`config.mk`:
```
export PLATFORM = sky130hd
export DESIGN_NAME = product_accumulator
export DESIGN_NICKNAME = d
export VERILOG_FILES = /design/src/rtl/product_accumulator.sv
export SDC_FILE = /design/constraint.sdc
export NUM_CORES = 1
export LEC_CHECK = 0
export CAP_MARGIN = 20
export CORE_MARGIN = 4
export CORE_UTILIZATION = 45
export CTS_BUF_LIST = sky130_fd_sc_hd__clkbuf_4
export DETAILED_ROUTE_END_ITERATION = 6
export PLACE_DENSITY_LB_ADDON = 0.25
export SLEW_MARGIN = 15
export SYNTH_ARGS = -nofsm -noshare
export SYNTH_HDL_FRONTEND = slang
export SYNTH_SLANG_ARGS = --single-unit
```
`constraint.sdc`:
```
create_clock -name clk -period 0.9 [get_ports clk]
set_clock_uncertainty 0.2 [all_clocks]
set_input_delay 0.135 -clock clk [delete_from_list [all_inputs] [get_ports clk]]
set_output_delay 0.135 -clock clk [all_outputs]
set_load 0.005 [all_outputs]
```
`src/rtl/product_accumulator.sv`:
```
// Sums N signed 8-bit products into a block result, presented with a valid/ready handshake.
// Latency: sum_valid 1 cycle after the N-th accept. Backpressure: p_ready low while the result waits.
// Optional build macro SATURATE_EN: overflowing additions clamp instead of wrapping.
module product_accumulator #(
   parameter int N     = 4,
   parameter int ACC_W = 12
) (
   input  logic             clk,
   input  logic             rst_n,
   input  logic             clr,
   input  logic             p_valid,
   input  logic [7:0]       p,
   output logic             p_ready,
   output logic             sum_valid,
   input  logic             sum_ready,
   output logic [ACC_W-1:0] sum,
   output logic             ovf
);

   localparam int CNT_W = (N > 1) ? $clog2(N) : 1;
   localparam logic [CNT_W-1:0] LAST = CNT_W'(N - 1);
   localparam logic signed [ACC_W-1:0] ACC_MAX = {1'b0, {(ACC_W-1){1'b1}}};
   localparam logic signed [ACC_W-1:0] ACC_MIN = {1'b1, {(ACC_W-1){1'b0}}};

   typedef enum logic {ACC, OUT} state_t;

   state_t                  state, state_nxt;
   logic signed [ACC_W-1:0] acc, acc_nxt;
   logic signed [ACC_W-1:0] p_ext, add_res, add_val;
   logic [CNT_W-1:0]        cnt, cnt_nxt;
   logic                    ovf_q, ovf_nxt, add_ovf;
   logic [1:0]              rst_sync;
   logic                    arst_n;

   // Assert immediately, release only after two clean clock edges.
   always_ff @(posedge clk or negedge rst_n) begin
      if (!rst_n) rst_sync <= 2'b00;
      else        rst_sync <= {rst_sync[0], 1'b1};
   end
   assign arst_n = rst_sync[1];

   assign p_ext   = ACC_W'($signed(p));
   assign add_res = acc + p_ext;
   // Signed overflow: operands share a sign that the result does not.
   assign add_ovf = (acc[ACC_W-1] == p_ext[ACC_W-1]) && (add_res[ACC_W-1] != acc[ACC_W-1]);

`ifdef SATURATE_EN
   assign add_val = add_ovf ? (acc[ACC_W-1] ? ACC_MIN : ACC_MAX) : add_res;
`else
   assign add_val = add_res;
`endif

   always_comb begin
      state_nxt = state;
      acc_nxt   = acc;
      cnt_nxt   = cnt;
      ovf_nxt   = ovf_q;
      if (clr) begin
         state_nxt = ACC;
         acc_nxt   = '0;
         cnt_nxt   = '0;
         ovf_nxt   = 1'b0;
      end else begin
         case (state)
            ACC: begin
               if (p_valid) begin
                  acc_nxt = add_val;
                  ovf_nxt = ovf_q | add_ovf;
                  if (cnt == LAST) begin
                     state_nxt = OUT;
                     cnt_nxt   = '0;
                  end else begin
                     cnt_nxt = cnt + CNT_W'(1);
                  end
               end
            end
            OUT: begin
               if (sum_ready) begin
                  state_nxt = ACC;
                  acc_nxt   = '0;
                  cnt_nxt   = '0;
                  ovf_nxt   = 1'b0;
               end
            end
            default: state_nxt = ACC;
         endcase
      end
   end

   always_ff @(posedge clk or negedge arst_n) begin
      if (!arst_n) begin
         state <= ACC;
         acc   <= '0;
         cnt   <= '0;
         ovf_q <= 1'b0;
      end else begin
         state <= state_nxt;
         acc   <= acc_nxt;
         cnt   <= cnt_nxt;
         ovf_q <= ovf_nxt;
      end
   end

   assign p_ready   = (state == ACC);
   assign sum_valid = (state == OUT);
   assign sum       = acc;
   assign ovf       = ovf_q;

`ifndef SATURATE_EN
   // Clamp constants exist only for the saturating build.
   logic unused_clamp;
   assign unused_clamp = ^{ACC_MAX, ACC_MIN};
`endif

endmodule

```
==> results.cfg <==
[run_status]
outcome = finished with violations
violations = negative setup slack

[route]
drtIter0Drc = 52
dr_total_vias = 1270
drtAntennaViolNets = 0
wire_per_inst_um = 18.0
firstDrtPassIters = 6
routed_wl_mm = 4.06
post-route-drc-count = 0
vias_per_cell = 5.64

[logic_synthesis]
synth_most_common_cell = dfrtp_1
synth.distinct_cells = 32
ys.flop_type = dfrtp_1
syn-num-nets = 139
synth_common_cells = dfrtp_1, a22o_1, ha_1
async_reset_ff_frac = 1.00
synth-edff-count = 0
syn_area_sq_um = 1180
synth_top_area_frac = 0.380
synth_warnings = 0
postSynthAreaPerCell_sq_um = 10.5
yosys.area.top_type = dfrtp_1
synth_cells = 113
ys_top_cells_by_area = dfrtp_1, ha_1, a22o_1, xnor2_1, o211ai_2
synth_seq_cells = 18
synth-seq-area-share = 0.380

[global_routing]
grt_max_degree = 17
overflow = 0
grt_pass1_wl_mm = 5.99
antenna_found_initial = 0
first_global_vias = 1349
groute.usage.overall = 0.228

[timing]
fin_crit_ps = 2330
fin_ws_ps = -1430
tightest_slew_ps = 593
clock.fmax_mhz = 430
hold_slack_ps = 27.2
slew_headroom = 0.600
fin_setup_tns_ps = -22340
period_share = 2.59
drv_slew = 0
finalSetupViolCount = 31
hold_viol_final = 0
rsz0062_at_grt = true

[cells_and_area]
nets = 222
fillers = 123
seq_area_sq_um = 452
syn_to_final_growth_pct = 81.5
multiInputGateArea_sq_um = 862
diodes = 0
drive_above_1_share = 0.523

[power]
leakage_uw = 0.00105
peakVddDrop_mv = 1.27
power_density_nw_per_um2 = 1580
finalPower_uw = 3410

[cts]
cts_buffers = 3
cts.sinks = 18
htree_num_levels = 1
root_buffer = clkbuf_4
worstSkewPairLatency_ps = 300
clockBufferDepth = 2
cts_tree = yes
path_clk_slew_ps = 120

[floorplan]
start_util = 0.474
chipWidth_um = 59.3
rows = 18
dieHeight_um = 59.3
die-area_sq_um = 3520
ioPinCount = 28
core-area_sq_um = 2500

[critical_path]
cp.arrival_ps = 2360
required_ps = 930
r2r-end = ovf
end_kind = flop
worst-setup-path-type = reg -> reg
cp_max_fo = 4
ff2ff_path_depth = 9
timing.rr.start = sum[0]
r2r_slack_ps = -1430
start_kind = flop

[placed_design]
dp_worst_setup_slack_ps = -1460
portBuffers = 27
finalWeightedCongestion = 0.765
hpwlAfterDp_mm = 2.50

[worst_hold_path]
hold_path_class = reg -> async

[run]
drv_cap = 0
==> report_power, final <==
group,switching (uW),internal (uW),total (uW)
Clock,263,161,425
Sequential,81.3,907,989
Combinational,881,1110,1990
==> layer usage <==
metal / vias up / part of all wire / track usage
li1: 584 / - / -
met2: 53 / 0.54 / 0.412
met4: 0 / 0.025 / 0.104
met5: - / 0 / 0
met1: 616 / 0.38 / 0.254
met3: 17 / 0.052 / 0.0458
==> state kept, by name, summed over array words and instances (netlist names) <==
register   flops
cnt            2
ovf            1
rst_sync       2
sum           12
sum_valid      1
==> cell families (layout without fill, tap and decap cells) <==
kind of cell / Yosys count / count (layout) / synth area share
fa+ha+maj: 13 / 13 / 0.144
simple gates: 27 / 27 / 0.117
xor+xnor: 9 / 9 / 0.0665
other cells: 1 / 1 / 0.00316
flops: 18 / 18 / 0.380
buf+inv: 6 / 88 / 0.0190
compound gates: 39 / 39 / 0.270
==> cells in the final DEF, fill, tap and decap left out, types with 4 or more instances in the layout <==
master / instances
ha_1: 9
dfrtp_1: 17
xnor2_1: 6
a21oi_2: 5
clkdlybuf4s50_1: 14
nand2_1: 7
buf_4: 35
buf_6: 24
nor2_1: 4
a22o_1: 13
==> cell type report <==
type / count / area share
Clock inverter: 1 / 0.00175
Timing Repair Buffer: 80 / 0.353
Tap cell: 30 / 0.0175
Multi-Input combinational cell: 89 / 0.401
Clock buffer: 3 / 0.0105
Inverter: 4 / 0.00698
Sequential cell: 18 / 0.210
==> through the flow <==
stage | util | area [sq um] | cells
6_report | 0.860 | 2150 | 225
2_1_floorplan | - | 1250 | 113
3_3_place_gp | 0.740 | 1850 | 207
5_1_grt | 0.860 | 2150 | 225
3_5_place_dp | 0.740 | 1850 | 207
4_1_cts | 0.821 | 2050 | 223
==> critical path, stage by stage (launching register included) <==
cell	delay, ps
dfrtp_1	420
ha_4	170
buf_4	130
buf_6	110
a211oi_4	270
o211ai_2	180
a31oi_4	270
o21ai_1	110
o32ai_1	210
a22o_1	190
==> what timing repair did <==
action	4_1_cts	5_1_grt
endpoints found under the setup margin	31	31
hold endpoints to repair	2	0
buffers inserted	14	5
gates resized for setup	80	19
pin swaps	11	7
hold buffers	1	0
==> how the worst max path moves through the flow <==
stage / slack [ps] / startpoint / depth (start not counted) / endpoint
2_1_floorplan: -1230 / sum[0] / 8 / sum[10]
3_3_place_gp: -1430 / p[0] / 9 / sum[10]
3_5_place_dp: -1460 / p[0] / 9 / sum[6]
4_1_cts: -1290 / sum[0] / 8 / sum[10]
5_1_grt: -1490 / sum[0] / 8 / sum[10]
6_report: -1430 / sum[0] / 9 / ovf
(Power assumes the default switching activity.)
